===== config.mk =====
export PLATFORM = sky130hd
export DESIGN_NAME = uart_rx_packer
export DESIGN_NICKNAME = d
export VERILOG_FILES = /design/src/rtl/uart_rx_packer.sv
export SDC_FILE = /design/constraint.sdc
export NUM_CORES = 1
export LEC_CHECK = 0
export ABC_CLOCK_PERIOD_IN_PS = 2600
export BUFFER_PORTS_ARGS = -buffer_cell sky130_fd_sc_hd__buf_2
export CELL_PAD_IN_SITES_DETAIL_PLACEMENT = 1
export CELL_PAD_IN_SITES_GLOBAL_PLACEMENT = 2
export CORE_MARGIN = 8
export CORE_UTILIZATION = 33
export DETAILED_ROUTE_END_ITERATION = 6
export GPL_ROUTABILITY_DRIVEN = 0
export GPL_TIMING_DRIVEN = 0
export PLACE_DENSITY = 0.84
export SETUP_SLACK_MARGIN = 0.3
export SLEW_MARGIN = 20
export SYNTH_ARGS = -nofsm -noshare
export SYNTH_HDL_FRONTEND = slang
export SYNTH_SLANG_ARGS = --single-unit

===== constraint.sdc =====
create_clock -name i_clk -period 2.6 [get_ports i_clk]
set_input_delay 0.13 -clock i_clk [delete_from_list [all_inputs] [get_ports i_clk]]
set_output_delay 0.13 -clock i_clk [all_outputs]
set_load 0.005 [all_outputs]

===== src/rtl/uart_rx_packer.sv =====
// -----------------------------------------------------------------------------
// uart_rx_packer
//
// Packs a stream of received UART bytes into NB-byte words for a downstream
// FIFO. Bytes are gathered in an assembly register. A completed word moves to
// a separate output register, which is held until the FIFO accepts it.
// Bytes that arrive while a word waits are still captured. The only exception
// is a byte that would complete a second word while the first one is still
// stalled. That byte is dropped and counted.
//
// Optional feature, guarded by macro UART_RX_PACK_TIMEOUT_EN:
//   In COLLECT, an idle counter flushes a partial word when no byte has
//   arrived for a while. The write strobe then lands TIMEOUT_CYC cycles after
//   the last byte. Without the macro, partial words wait indefinitely and every
//   write carries NB bytes.
//
// Parameters:
//   NB          bytes per FIFO word (1..16)
//   MSB_FIRST   0: first byte in bits [7:0]; 1: first byte in the top byte
//   TIMEOUT_CYC idle cycles before a partial-word flush (2..65535)
//
// Ports:
//   i_clk        clock, rising edge
//   i_rst        synchronous active-high reset
//   i_rx_valid   one-cycle pulse qualifying i_rx_data
//   i_rx_data    received byte
//   i_fifo_full  downstream FIFO full
//   i_clr_ovf    clears o_overflow and o_drop_cnt
//   o_wr_en      FIFO write strobe (WRITE state and FIFO not full)
//   o_wr_data    packed word
//   o_wr_bytes   number of valid bytes in o_wr_data
//   o_overflow   sticky, set when a byte is dropped
//   o_drop_cnt   saturating count of dropped bytes
//   o_busy       assembly register non-empty or FSM not idle
// -----------------------------------------------------------------------------
module uart_rx_packer #(
  parameter int NB          = 4,
  parameter int MSB_FIRST   = 0,
  parameter int TIMEOUT_CYC = 1000
) (
  input  logic                     i_clk,
  input  logic                     i_rst,
  input  logic                     i_rx_valid,
  input  logic [7:0]               i_rx_data,
  input  logic                     i_fifo_full,
  input  logic                     i_clr_ovf,
  output logic                     o_wr_en,
  output logic [8*NB-1:0]          o_wr_data,
  output logic [$clog2(NB+1)-1:0]  o_wr_bytes,
  output logic                     o_overflow,
  output logic [15:0]              o_drop_cnt,
  output logic                     o_busy
);

  localparam int W  = 8 * NB;
  localparam int CW = $clog2(NB + 1);
  localparam logic [CW-1:0] LAST_IDX = CW'(NB - 1);
  localparam logic [CW-1:0] NB_CNT   = CW'(NB);

  // Parameter sanity: an illegal TIMEOUT_CYC or NB yields an empty marker block.
  if ((TIMEOUT_CYC < 2) || (TIMEOUT_CYC > 65535) || (NB < 1) || (NB > 16)) begin : g_param_out_of_range
  end

  typedef enum logic [1:0] {
    ST_IDLE    = 2'd0,
    ST_COLLECT = 2'd1,
    ST_WRITE   = 2'd2
  } state_e;

  state_e          state_q, state_d;
  logic [CW-1:0]   idx_q, idx_d;
  logic [W-1:0]    asm_q, asm_d;
  logic [W-1:0]    out_data_q, out_data_d;
  logic [CW-1:0]   out_bytes_q, out_bytes_d;
  logic            ovf_q, ovf_d;
  logic [15:0]     drop_q, drop_d;
  logic            wr_en_s;
  logic            drop_s;
  logic            flush_s;

  // The assembly register is cleared whenever a word leaves it. A partial
  // word therefore always has zeros in its unused upper bytes. MSB_FIRST
  // shifts bytes in from the bottom, so the valid bytes stay right-justified
  // and the first byte ends up topmost.
  function automatic logic [W-1:0] insert_byte(input logic [W-1:0]  acc,
                                               input logic [CW-1:0] idx,
                                               input logic [7:0]    b);
    if (MSB_FIRST != 0) begin
      insert_byte = (acc << 4'd8) | W'(b);
    end else begin
      insert_byte = acc | (W'(b) << {idx, 3'b000});
    end
  endfunction

  assign wr_en_s = (state_q == ST_WRITE) && !i_fifo_full;

`ifdef UART_RX_PACK_TIMEOUT_EN
  // Counts completed idle cycles in COLLECT. It flushes on the cycle that
  // makes the strobe land TIMEOUT_CYC cycles after the last byte.
  localparam logic [15:0] TMO_LAST = 16'(TIMEOUT_CYC - 2);
  logic [15:0] tmo_q, tmo_d;

  // Idle-cycle counter next state and flush decision.
  always_comb begin
    tmo_d   = 16'd0;
    flush_s = 1'b0;
    if ((state_q == ST_COLLECT) && !i_rx_valid) begin
      if (tmo_q == TMO_LAST) begin
        flush_s = 1'b1;
      end else begin
        tmo_d = tmo_q + 16'd1;
      end
    end else begin
      tmo_d = 16'd0;
    end
  end

  // Idle-cycle counter register.
  always_ff @(posedge i_clk) begin
    if (i_rst) begin
      tmo_q <= 16'd0;
    end else begin
      tmo_q <= tmo_d;
    end
  end
`else
  assign flush_s = 1'b0;
`endif

  // FSM next state, assembly and output register updates.
  always_comb begin
    state_d     = state_q;
    idx_d       = idx_q;
    asm_d       = asm_q;
    out_data_d  = out_data_q;
    out_bytes_d = out_bytes_q;
    drop_s      = 1'b0;

    case (state_q)
      ST_IDLE, ST_COLLECT: begin
        if (i_rx_valid) begin
          if (idx_q == LAST_IDX) begin
            out_data_d  = insert_byte(asm_q, idx_q, i_rx_data);
            out_bytes_d = NB_CNT;
            asm_d       = '0;
            idx_d       = '0;
            state_d     = ST_WRITE;
          end else begin
            asm_d   = insert_byte(asm_q, idx_q, i_rx_data);
            idx_d   = idx_q + CW'(1);
            state_d = ST_COLLECT;
          end
        end else if (flush_s) begin
          out_data_d  = asm_q;
          out_bytes_d = idx_q;
          asm_d       = '0;
          idx_d       = '0;
          state_d     = ST_WRITE;
        end else begin
          state_d = state_q;
        end
      end

      ST_WRITE: begin
        if (i_rx_valid && (idx_q == LAST_IDX)) begin
          if (wr_en_s) begin
            // The held word leaves this cycle, so the new one can replace it.
            out_data_d  = insert_byte(asm_q, idx_q, i_rx_data);
            out_bytes_d = NB_CNT;
            asm_d       = '0;
            idx_d       = '0;
            state_d     = ST_WRITE;
          end else begin
            drop_s = 1'b1;
          end
        end else begin
          if (i_rx_valid) begin
            asm_d = insert_byte(asm_q, idx_q, i_rx_data);
            idx_d = idx_q + CW'(1);
          end else begin
            idx_d = idx_q;
          end
          if (wr_en_s) begin
            state_d = (idx_d != '0) ? ST_COLLECT : ST_IDLE;
          end else begin
            state_d = ST_WRITE;
          end
        end
      end

      default: begin
        state_d = ST_IDLE;
      end
    endcase
  end

  // Overflow flag and drop counter. A drop beats a clear in the same cycle.
  always_comb begin
    ovf_d  = ovf_q;
    drop_d = drop_q;
    if (drop_s) begin
      ovf_d = 1'b1;
      if (i_clr_ovf) begin
        drop_d = 16'd1;
      end else if (drop_q == 16'hFFFF) begin
        drop_d = drop_q;
      end else begin
        drop_d = drop_q + 16'd1;
      end
    end else if (i_clr_ovf) begin
      ovf_d  = 1'b0;
      drop_d = 16'd0;
    end else begin
      ovf_d  = ovf_q;
      drop_d = drop_q;
    end
  end

  // State and datapath registers.
  always_ff @(posedge i_clk) begin
    if (i_rst) begin
      state_q     <= ST_IDLE;
      idx_q       <= '0;
      asm_q       <= '0;
      out_data_q  <= '0;
      out_bytes_q <= '0;
      ovf_q       <= 1'b0;
      drop_q      <= 16'd0;
    end else begin
      state_q     <= state_d;
      idx_q       <= idx_d;
      asm_q       <= asm_d;
      out_data_q  <= out_data_d;
      out_bytes_q <= out_bytes_d;
      ovf_q       <= ovf_d;
      drop_q      <= drop_d;
    end
  end

  assign o_wr_en    = wr_en_s;
  assign o_wr_data  = out_data_q;
  assign o_wr_bytes = out_bytes_q;
  assign o_overflow = ovf_q;
  assign o_drop_cnt = drop_q;
  assign o_busy     = (state_q != ST_IDLE) || (idx_q != '0);

endmodule

==> run_results.csv <==
group,metric,value,unit
drt,drtPass1Iterations,4,
timing,timing.fmax,0.4596,GHz
cells_and_area,area_growth,19.86,%
worst_setup_path,timing.rr.end,"o_drop_cnt[13]",
cts,clk_path_buf_depth,2,
yosys,synth_top_area_share,47.75,%
yosys,yosysUniqueCellTypes,48,
timing,fin_skew,11.34,ps
yosys,synth_cells,426,
global_routing,grt-busiest-layer,"met2",
status,status,"completed",
global_routing,grt.met2_usage,25.91,%
global_routing,overflow,0,
drt,wl_per_cell,17.41,µm
timing,setup_viol,0,
worst_setup_path,r2r_cells,9,
power,p_comb_share,7.9,%
placement,hpwl,8.077,mm
worst_setup_path,crit_chain,"clkbuf_4 -> inv_1 -> ha_1 -> buf_4 -> and4b_1 -> clkbuf_4 -> nand4_4 -> or4_1 -> a21oi_1",
yosys,synth_area_per_cell,8.562,µm²
cts,cts_max_level,3,
hold_path,min_to,"o_overflow",
drt,vias_per_cell,5.372,
worst_setup_path,worst_ep_arrival_time,2470,ps
cells_and_area,fill_cells,1296,
timing,timing.setup.tns,0,ps
cts,cts-root-buf,"clkbuf_8",
global_routing,gr-usage-met3,3.211,%
global_routing,grt_pass1_vias,3605,
yosys,synth_edf_count,0,
die,die_x,121.1,µm
cells_and_area,layout_common_cells,"dfxtp_1 (86), nor2_1 (74), buf_2 (58)",
timing,post-route-period-util,83.69,%
power,seqPwrFrac,51.6,%
hold_path,hold_depth,3,
die,die_y,121.1,µm
cts,cts_tree,"yes",
timing,period_minus_slack,2176,ps
global_routing,grt_pass1_wl,18.46,mm
drt,totalWireLength,11.13,mm
power,ir_worst_vdd,205.1,µV
cells_and_area,nets,512,
drt,postRouteAntennaNets,0,
yosys,syn_area,3647,µm²
hold_path,hp-class,"primary input to flip-flop",
worst_setup_path,crit_path_max_incr_delay,550,ps
worst_setup_path,cp-end-kind,"flip-flop",
global_routing,antenna_found_initial,0,
die,start_util,33.79,%
power,swShare,25.87,%
timing,slew_headroom,39.80,%
power,powerDensity,613.2,nW/µm²
yosys,ys_seq_area_share,47.75,%
cells_and_area,drive_gt1_share,19.24,%
die,core,10790,µm²
timing,slew_violations,0,
cells_and_area,fin_area,4372,µm²
worst_setup_path,timing.reg2reg.setup_slack,420,ps
cts,cts.sinks,87,
drt,route.vias.total,3433,
worst_setup_path,slowest_stage,"or4_1",
power,power,2.681,mW
drt,drc,0,
placement,io_buffers,55,
timing,hold_violations,0,
power,clkPwrFrac,40.5,%
cts,clk_latency,360,ps
hold_path,holdCritStartpoint,"i_clr_ovf",
placement,post_dp_cell_area,4101,µm²
global_routing,grt_start_max_net_pins,17,
cts,cts_hold_buf,0,
die,io_pins,67,
job,cap_violations,0,
cells_and_area,diodes,0,
global_routing,grt_use_met1,19.39,%
worst_setup_path,r2r-start,"idx_q[2]",
yosys,ys_ff_latch,87,
cts,cts_made_buffers,9,
cts,clk_pin_slew,90,ps
yosys,yosys_warnings,0,
yosys,synth_top_cell_by_area,"dfxtp_1",
worst_setup_path,crit_top_cell,"clkbuf_4",
worst_setup_path,path_class,"flip-flop to flip-flop",
global_routing,grtUsageTotal,15.60,%
worst_setup_path,start_kind,"flip-flop",
worst_setup_path,cp.required,2890,ps
drt,initialDrtViolationCount,182,
die,fp-row-count,38,
power,internal_power,1.987,mW
cells_and_area,fin_util,40.51,%
yosys,async_flop_share,0,%
timing,worst_pin_slew,896.1,ps
power,p_sw,693.6,µW
yosys,synthFlopType,"dfxtp_1",
power,p_leak,1.717,nW
yosys,synthTopCellsByArea,"dfxtp_1 (48%), nor2_1 (7.6%), a21oi_1 (7.0%), a211oi_1 (7.0%), nor3_1 (5.4%)",
die,dieArea,14670,µm²
cells_and_area,mostFrequentLayoutCell,"dfxtp_1",
worst_setup_path,critPathMaxFanout,10,
timing,rsz0062_at_grt,"false",
[registers in the layout (all words and copies together) (netlist names)]
signal      flops
o_overflow      1
o_wr_bytes      1
state_q         2
idx_q           3
asm_q          32
o_drop_cnt     16
o_wr_data      32
[Yosys cell counts, types with 2 or more instances]
master and number:
a21o_1 2, dfxtp_1 87, nand2_1 4, buf_2 5
a31oi_1 3, buf_1 2, a2111o_1 2, nor3b_2 2
a211oi_1 34, o211a_1 3, nand2b_1 3, clkbuf_1 29
nor4_1 3, nor2_1 74, or4_1 5, o31ai_1 8
mux2i_1 2, nand4_1 4, nor2b_1 2, and2_1 3
a21oi_1 51, and4_1 5, or3_1 3, nor3_1 39
nand3_1 8, inv_1 8, and3_1 3, and4b_1 2
o21ai_0 6, buf_4 2, ha_1 5
[layer usage]
| layer | wire [µm] | vias up |
|---|---|---|
| li1 | - | 1683 |
| met1 | 5029 | 1665 |
| met2 | 5369 | 74 |
| met3 | 554 | 11 |
| met4 | 174 | 0 |
| met5 | 0 | - |
[through the flow]
stage	instances	hold slack [ps]	setup WS (ps)
2_1_floorplan	427	306.2	510.7
3_3_place_gp	622	448.2	235.8
3_5_place_dp	622	460.9	185.7
4_1_cts	638	123.6	306.2
5_1_grt	639	166.3	296.6
6_report	639	137.7	424.1
[kinds of logic (layout without fill, tap and decap cells)]
logic type	after synthesis	after routing	share of synthesized area [%]
flops	87	87	47.75
fa+ha+maj	5	5	1.715
other cells	1	2	0.1028
mux	2	2	0.5489
simple gates	169	169	24.05
buf+inv	46	118	5.111
compound gates	116	116	20.72
[critical path: cells and delay by family (launching register included)]
kind            cells  cell delay [ps]
simple gates        3              890
flops               1              320
fa+ha+maj           1              140
buf+inv             4              590
compound gates      1              150
[layout make-up]
cell class	instances	area, µm²	share of cell area [%]
Multi-Input combinational cell	294	1738	39.75
Clock buffer	9	123.9	2.833
Sequential cell	87	1745	39.93
Inverter	8	30.03	0.6869
Buffer	38	172.7	3.950
Clock inverter	7	103.9	2.376
Tap cell	140	175.2	4.007
Timing Repair Buffer	56	282.8	6.468
[power groups by stage]
stage                     clock [mW]  sequential (mW)  combinational (mW)
final                           1.09             1.38               0.211
after detailed placement           0             1.42               0.207
after global placement             0             1.41               0.200
after global routing            1.17             1.39               0.238
after floorplan                    0             1.41               0.137
after CTS                       1.12             1.39               0.210
[worst max-delay path by stage]
stage / slack (ps) / to / from
finish: 420 / o_drop_cnt[13] / idx_q[2]
global route: 300 / asm_q[23] / idx_q[2]
CTS: 310 / o_wr_data[11] / idx_q[1]
detailed placement: 190 / o_drop_cnt[13] / idx_q[1]
global placement: 240 / o_drop_cnt[13] / idx_q[1]
floorplan: 510 / o_drop_cnt[0] / idx_q[2]
[timing repair]
action / CTS / global route
endpoints found under the hold margin: 0 / 0
setup buffers: 0 / 1
gates resized for setup: 3 / 19
setup endpoints to repair: 40 / 73
Power figures use the tool's default switching activity.
